## config.mk

```make
export PLATFORM = sky130hd
export DESIGN_NAME = fetch_unit
export DESIGN_NICKNAME = d
export VERILOG_FILES = /design/src/rtl/fetch_unit.sv
export SDC_FILE = /design/constraint.sdc
export NUM_CORES = 1
export LEC_CHECK = 0
export ABC_AREA = 1
export CAP_MARGIN = 10
export CORE_ASPECT_RATIO = 0.5
export CORE_UTILIZATION = 45
export CTS_CLUSTER_SIZE = 8
export DETAILED_ROUTE_END_ITERATION = 10
export GPL_TIMING_DRIVEN = 1
export PLACE_DENSITY = 0.74
export SETUP_SLACK_MARGIN = 0.4
export SYNTH_ARGS = -nofsm -noshare
export SYNTH_HDL_FRONTEND = slang
export SYNTH_SLANG_ARGS = --single-unit
```

## constraint.sdc

```tcl
create_clock -name i_clk -period 3 [get_ports i_clk]
set_clock_uncertainty 0.1 [all_clocks]
set_input_delay 0.3 -clock i_clk [delete_from_list [all_inputs] [get_ports i_clk]]
set_output_delay 0.3 -clock i_clk [all_outputs]
set_load 0.01 [all_outputs]
```

## src/rtl/fetch_unit.sv

```systemverilog
// RV32I instruction fetch stage: fetch PC, imem req/ack handshake, registered instr/pc to decode.
// Optional MISALIGN_TRAP_EN: a misaligned redirect traps instead of being force-aligned.
module fetch_unit #(
    parameter logic [31:0] RESET_PC  = 32'h0000_0000,
    parameter logic [31:0] NOP_INSTR = 32'h0000_0013
) (
    input  logic        i_clk,
    input  logic        i_rst_n,
    output logic        o_imem_req,
    output logic [31:0] o_imem_addr,
    input  logic        i_imem_ack,
    input  logic [31:0] i_imem_rdata,
    input  logic        i_stall,
    input  logic        i_redirect_valid,
    input  logic [31:0] i_redirect_pc,
    output logic [31:0] o_instr,
    output logic [31:0] o_pc,
    output logic        o_instr_valid,
    output logic        o_misalign
);

    typedef enum logic [1:0] {
        S_IDLE,
        S_REQ,
        S_HOLD,
        S_TRAP
    } state_t;

    state_t      r_state;
    state_t      w_state_next;
    logic [31:0] r_fetch_pc;
    logic [31:0] w_fetch_pc_next;
    logic [31:0] r_instr;
    logic [31:0] w_instr_next;
    logic [31:0] r_pc;
    logic [31:0] w_pc_next;
    logic        r_instr_valid;
    logic        w_instr_valid_next;
    logic        r_redir_pend;
    logic        w_redir_pend_next;
    logic [31:0] r_pend_pc;
    logic [31:0] w_pend_pc_next;
    logic        w_apply;
    logic [31:0] w_target;
`ifdef MISALIGN_TRAP_EN
    logic        r_misalign;
    logic        w_misalign_next;
`endif

    always_comb begin
        w_state_next       = r_state;
        w_fetch_pc_next    = r_fetch_pc;
        w_instr_next       = r_instr;
        w_pc_next          = r_pc;
        w_instr_valid_next = r_instr_valid;
        w_redir_pend_next  = r_redir_pend;
        w_pend_pc_next     = r_pend_pc;
        w_apply            = 1'b0;
        w_target           = r_fetch_pc;
`ifdef MISALIGN_TRAP_EN
        w_misalign_next    = r_misalign;
`endif

        case (r_state)
            S_IDLE: begin
                w_state_next = S_REQ;
            end
            S_REQ: begin
                if (i_imem_ack) begin
                    if (r_redir_pend || i_redirect_valid) begin
                        // Returned word belongs to a stale path; refetch from newest target.
                        w_apply           = 1'b1;
                        w_target          = i_redirect_valid ? i_redirect_pc : r_pend_pc;
                        w_redir_pend_next = 1'b0;
                    end else begin
                        w_instr_next       = i_imem_rdata;
                        w_pc_next          = r_fetch_pc;
                        w_instr_valid_next = 1'b1;
                        w_state_next       = S_HOLD;
                    end
                end else if (i_redirect_valid) begin
                    w_redir_pend_next = 1'b1;
                    w_pend_pc_next    = i_redirect_pc;
                end
            end
            S_HOLD: begin
                if (!i_stall) begin
                    w_apply            = 1'b1;
                    w_target           = i_redirect_valid ? i_redirect_pc
                                                          : r_fetch_pc + 32'd4;
                    w_instr_valid_next = 1'b0;
                    w_instr_next       = NOP_INSTR;
                    w_state_next       = S_REQ;
                end
            end
            S_TRAP: begin
                w_state_next = S_TRAP;
            end
            default: begin
                w_state_next = S_IDLE;
            end
        endcase

        if (w_apply) begin
`ifdef MISALIGN_TRAP_EN
            if (w_target[1:0] != 2'b00) begin
                w_misalign_next = 1'b1;
                w_state_next    = S_TRAP;
            end else begin
                w_fetch_pc_next = w_target;
            end
`else
            w_fetch_pc_next = w_target & ~32'h0000_0003;
`endif
        end
    end

    always_ff @(posedge i_clk or negedge i_rst_n) begin
        if (!i_rst_n) begin
            r_state       <= S_IDLE;
            r_fetch_pc    <= RESET_PC;
            r_instr       <= NOP_INSTR;
            r_pc          <= RESET_PC;
            r_instr_valid <= 1'b0;
            r_redir_pend  <= 1'b0;
            r_pend_pc     <= RESET_PC;
        end else begin
            r_state       <= w_state_next;
            r_fetch_pc    <= w_fetch_pc_next;
            r_instr       <= w_instr_next;
            r_pc          <= w_pc_next;
            r_instr_valid <= w_instr_valid_next;
            r_redir_pend  <= w_redir_pend_next;
            r_pend_pc     <= w_pend_pc_next;
        end
    end

`ifdef MISALIGN_TRAP_EN
    always_ff @(posedge i_clk or negedge i_rst_n) begin
        if (!i_rst_n) begin
            r_misalign <= 1'b0;
        end else begin
            r_misalign <= w_misalign_next;
        end
    end

    assign o_misalign = r_misalign;
`else
    assign o_misalign = 1'b0;
`endif

    assign o_imem_req    = (r_state == S_REQ);
    assign o_imem_addr   = r_fetch_pc;
    assign o_instr       = r_instr;
    assign o_pc          = r_pc;
    assign o_instr_valid = r_instr_valid;

endmodule

```

# --- Word-level counts from Yosys, hierarchy flattened ---
# Cells that the tools add are included.
word_totals:
  ff_bits: 128
  out_inout_bits: 99
  wordCells: 53
op_classes:
  n_addsub: 1
  n_eq_ne: 8
  n_mux: 25
  bitwise_logic: 2
  reduce_logical: 10
op_table:
  columns: ["operator", "count"]
  rows:
  - ["32-bit 2-to-1 mux", 8]
  - ["32-bit case mux with 2 select lines", 2]
  - ["32-bit by 3-bit adder with 32-bit output (second input constant)", 1]
  - ["1-bit 2-to-1 mux", 9]
  - ["3-bit AND reduction", 3]
  - ["2-bit case mux with 4 select lines", 1]
  - ["2-bit 2-to-1 mux", 3]
  - ["2-bit by 1-bit inequality test with 1-bit output (second input constant)", 3]
  - ["5-bit AND reduction", 1]
  - ["2-bit equality test (second input constant)", 2]
  - ["2-bit inequality test (second input constant)", 2]
  - ["1-bit case mux with 2 select lines", 2]
  - ["4-bit AND reduction", 1]
  - ["2-bit nonzero test", 2]
  - ["2-bit by 1-bit equality test with 1-bit output (second input constant)", 1]
  - ["2-bit logical NOT", 1]
  - ["1-bit NOT", 2]
  - ["2-bit AND reduction", 1]
  - ["1-bit logical OR", 1]

# --- Logic depth before layout (Yosys ltp) ---
logic_depth:
  word_depth: 5
  mapped_depth: 12
  ltp_nobuf: 12

# --- Least setup slack after synthesis ---
# Ideal clock, no wire load.
synth_path:
  kind: "register to register"
  startpoint: "register r_state[1]"
  endpoint: "register r_instr[10] (netlist: o_instr[10])"
  arrival_ns: 1.622
  t_required_ns: 2.779
  path_slack_ns: 1.157
  stages_incl_launch_ff: 12
  period_less_slack_ns: 1.843
  path_cell_list: "dfrtp_1 > inv_1 > ha_1 > nand2_2 > nand2_1 > inv_2 > nand2_2 > inv_2 > o21ai_2 > nor2_4 > buf_6 > a22o_1"
synth_via:
  elab_chain_cells: 3
  word_cells_on_any_way: 8
synth_lines:
  columns: ["element", "line_no", "text"]
  rows:
  - ["start: declaration", "29", "state_t r_state;"]
  - ["start signal: assignment", "128", "r_state <= w_state_next;"]
  - ["2-bit by 1-bit equality test with 1-bit output *", null, null]
  - ["via o_imem_req", "9", "output logic o_imem_req,"]
  - ["2-bit inequality test (no source line) (tied with other cells)", null, null]
  - ["4-bit AND reduction (no source line)", null, null]
  - ["end signal: assignment", "130", "r_instr <= w_instr_next;"]
  - ["end: declaration", "33", "logic [31:0] r_instr;"]
# Mark *: on every way through the listed nets, which the timed path passes. The rest lies on a longest branch.
# A chain may end at the register's enable or synchronous reset.

# --- Final worst setup path ---
layout_path:
  startpoint: "register r_state[1]"
  endpoint: "output port o_imem_req"
layout_via:
  elab_chain_cells: 1
layout_lines:
  columns: ["element", "line_no", "text"]
  rows:
  - ["2-bit by 1-bit equality test with 1-bit output", "152", "assign o_imem_req = (r_state == S_REQ);"]
  - ["end: declaration", "9", null]
# No other way between the ends.

==> results.json <==
{
  "fp.dieW_um": 171,
  "syn-cell-area_mm2": 0.00646,
  "worstPathCellList": "inv_1 -> ha_1 -> clkdlybuf4s50_1",
  "core_area_mm2": 0.0138,
  "vdd_drop_max_mv": 0.486,
  "drive_above_1_share": 0.0820,
  "n_fill_cell": 1202,
  "clkLatencyLatePin_ns": 0.42,
  "p_leak_nw": 4.02,
  "grt_start_max_net_pins": 64,
  "synth-seq-area-share": 0.489,
  "final_nets": 1049,
  "crit_buf_inv": 2,
  "fin_cells": 1180,
  "portBuffers": 160,
  "dr.pass1.iters": 5,
  "slew_viol_final": 0,
  "vias": 6197,
  "async_flop_share": 1.00,
  "cts_sinks": 126,
  "powerDensity_mw_per_mm2": 1090,
  "yosys_warnings": 0,
  "grt_overflow": 0,
  "die_area_mm2": 0.0149,
  "post_cts_buffers": 0,
  "status": "finished, final reports clean",
  "drv_cap": 0,
  "antenna_cells": 0,
  "hold_path.class": "in -> reg",
  "relSlewSlack": 0.424,
  "ys_top_cells_by_area": "dfrtp_1 (48%), nand2_1 (15%), o21ai_0 (7.4%), inv_1 (4.3%), a21oi_1 (4.0%)",
  "fin_crit_ns": 2.32,
  "numCtsBuffers": 17,
  "cp-start-kind": "flip-flop",
  "hold_viol": 0,
  "yosysMostFrequentCell": "nand2_1",
  "path_max_fanout": 8,
  "root_buffer": "clkbuf_16",
  "crit_arrival_ns": 1.92,
  "crit_path_end_kind": "primary output",
  "fin_crit_sh": 0.774,
  "core.rowCount": 30,
  "syn_to_final_growth_pct": 35.8,
  "synthCells": 822,
  "synth_top_cell_area_share": 0.477,
  "required_ns": 2.60,
  "finalSetupViolations": 0,
  "avgSynthCellArea_um2": 7.86,
  "cp_slowest_cell": "clkdlybuf4s50_1",
  "worst_path_largest_cell_delay_ns": 0.64,
  "start_util": 0.469,
  "post-route-drc-count": 0,
  "fin_tns_setup_ns": 0,
  "ys.flop_type": "dfrtp_1",
  "ys_seq_elements": 126,
  "grt_pass1_wl_um": 29700,
  "cts.reportedPaths.clkPinSlew_ns": 0.06,
  "clock_path_buffers": 2,
  "grt_pass1_vias": 5814,
  "antenna_found_initial": 0,
  "wl_um": 19000,
  "dp.cells": 1147,
  "fmax_mhz": 431,
  "ios": 168,
  "tightest_slew_ns": 0.861,
  "yosysTopAreaCell": "dfrtp_1",
  "critical_path_class": "reg -> out",
  "grtUsageTotal": 0.262,
  "htreeDepth": 4,
  "synth_edf_count": 0,
  "drtIter0Drc": 475,
  "ys_top_cells_by_count": "nand2_1 (258), dfrtp_1 (123), o21ai_0 (95)",
  "synth.distinct_cells": 30,
  "rrSetupSlack_ns": 0.68,
  "rsz0062_at_grt": "false",
  "wire_per_inst_um": 16.1,
  "routabilityCongestion": 0.900,
  "ant_nets": 0,
  "die_h_um": 86.7,
  "dp_hpwl_um": 13400,
  "crit_family": "buffers and inverters",
  "cts_tree": "built",
  "vias_per_cell": 5.25
}
==> per-layer routing <==
metal | routed length (µm) | track usage | up-vias | share of wire
met5 | 0 | 0 | - | 0
met4 | 204 | 0.0714 | 0 | 0.011
met3 | 1860 | 0.0607 | 31 | 0.098
met2 | 8630 | 0.425 | 302 | 0.45
met1 | 8320 | 0.352 | 2913 | 0.44
li1 | - | - | 2951 | -
==> worst register-to-register path: stages (launching register included) <==
cell and delay (ns):
dfrtp_1 0.40, inv_1 0.11, ha_1 0.36, inv_1 0.10, nor2_2 0.15, nand2_2 0.50, mux2_2 0.49
==> flip-flops by register name, indices dropped and copies added, names as in the netlist <==
signal         cells
r_redir_pend       1
o_imem_addr       30
o_instr           32
r_state            2
r_pend_pc         30
o_pc              30
o_instr_valid      1
==> final cells by class <==
type,instances,area (µm²),area share
Timing Repair Buffer,173,1710,0.195
Clock buffer,17,425,0.0485
Sequential cell,126,3160,0.360
Multi-Input combinational cell,575,2760,0.314
Tap cell,192,240,0.0274
Inverter,82,310,0.0354
Clock inverter,15,175,0.0200
==> report_power, final <==
part | switching, mW | internal [mW] | total, mW
clock | 0.857 | 1.25 | 2.11
sequential | 0.681 | 2.52 | 3.20
combinational | 2.26 | 2.02 | 4.27
total | 3.80 | 5.79 | 9.59
==> final timing paths <==
| kind | startpoint | cells after the start | endpoint |
|---|---|---|---|
| worst max-delay path | r_state[1]$_DFFE_PN0P_ | 3 | o_imem_req |
| worst min-delay path | i_redirect_valid | 6 | o_imem_addr[25]$_DFFE_PN0P_ |
| worst max register to register | r_state[1]$_DFFE_PN0P_ | 6 | o_pc[16]$_DFFE_PN0P_ |
| worst min register to register | o_pc[27]$_DFFE_PN0P_ | 2 | o_pc[27]$_DFFE_PN0P_ |
| max in group asynchronous | i_rst_n | 3 | o_instr[0]$_DFFE_PN1P_ |
| min in group asynchronous | i_rst_n | 2 | r_pend_pc[31]$_DFFE_PN0P_ |
==> stage by stage <==
step / area [µm²] / setup slack [ns] / hold slack, ns / power [mW] / utilization
5_1_grt: 8770 / 0.451 / 0.351 / 10.2 / 0.637
3_5_place_dp: 8160 / 0.653 / 0.348 / 7.45 / 0.592
4_1_cts: 8770 / 0.671 / 0.311 / 9.60 / 0.637
3_3_place_gp: 8160 / 0.687 / 0.335 / 7.31 / 0.592
6_report: 8770 / 0.677 / 0.322 / 9.59 / 0.637
2_1_floorplan: 6470 / 1.16 / -0.0956 / 5.47 / -
==> cell usage in the layout (no fill, tap or decap), types with 2 or more instances in the layout <==
master | netlist | layout
xor2_1 | 5 | 5
nor2_4 | 2 | 2
clkdlybuf4s50_1 | 0 | 158
inv_6 | 0 | 6
dfrtp_1 | 123 | 123
nor2_2 | 7 | 8
a21oi_1 | 51 | 51
clkinv_4 | 0 | 2
a22oi_1 | 10 | 10
ha_1 | 5 | 5
inv_8 | 0 | 2
nand3_1 | 24 | 24
a22o_1 | 29 | 29
nand2_1 | 258 | 258
clkbuf_16 | 0 | 17
o21ai_0 | 95 | 95
o22a_1 | 3 | 3
o21ai_1 | 2 | 2
o22ai_1 | 3 | 3
bufinv_16 | 0 | 2
nand2_2 | 6 | 6
inv_2 | 7 | 7
clkinvlp_4 | 0 | 3
nor2_1 | 61 | 60
buf_4 | 10 | 12
dfstp_2 | 3 | 3
conb_1 | 1 | 5
mux2_2 | 6 | 6
inv_1 | 74 | 74
==> logic make-up after synthesis <==
logic type                 Yosys count  share of synthesized area
buffers and inverters              125                     0.0870
adders and majority gates            5                    0.00969
xor gates and xnor gates             5                    0.00678
other                                1                   0.000581
AOI/OAI and AO/OA                  195                      0.176
DFF                                126                      0.489
and+or+nand+nor                    359                      0.221
muxes                                6                     0.0105
==> repair_timing <==
item | CTS | global route
hold buffers | 1 | 0
endpoints found under the setup margin | 0 | 0
gates resized for setup | 0 | 0
endpoints found under the hold margin | 57 | 0
No activity file was read; power rests on OpenSTA's default activity.
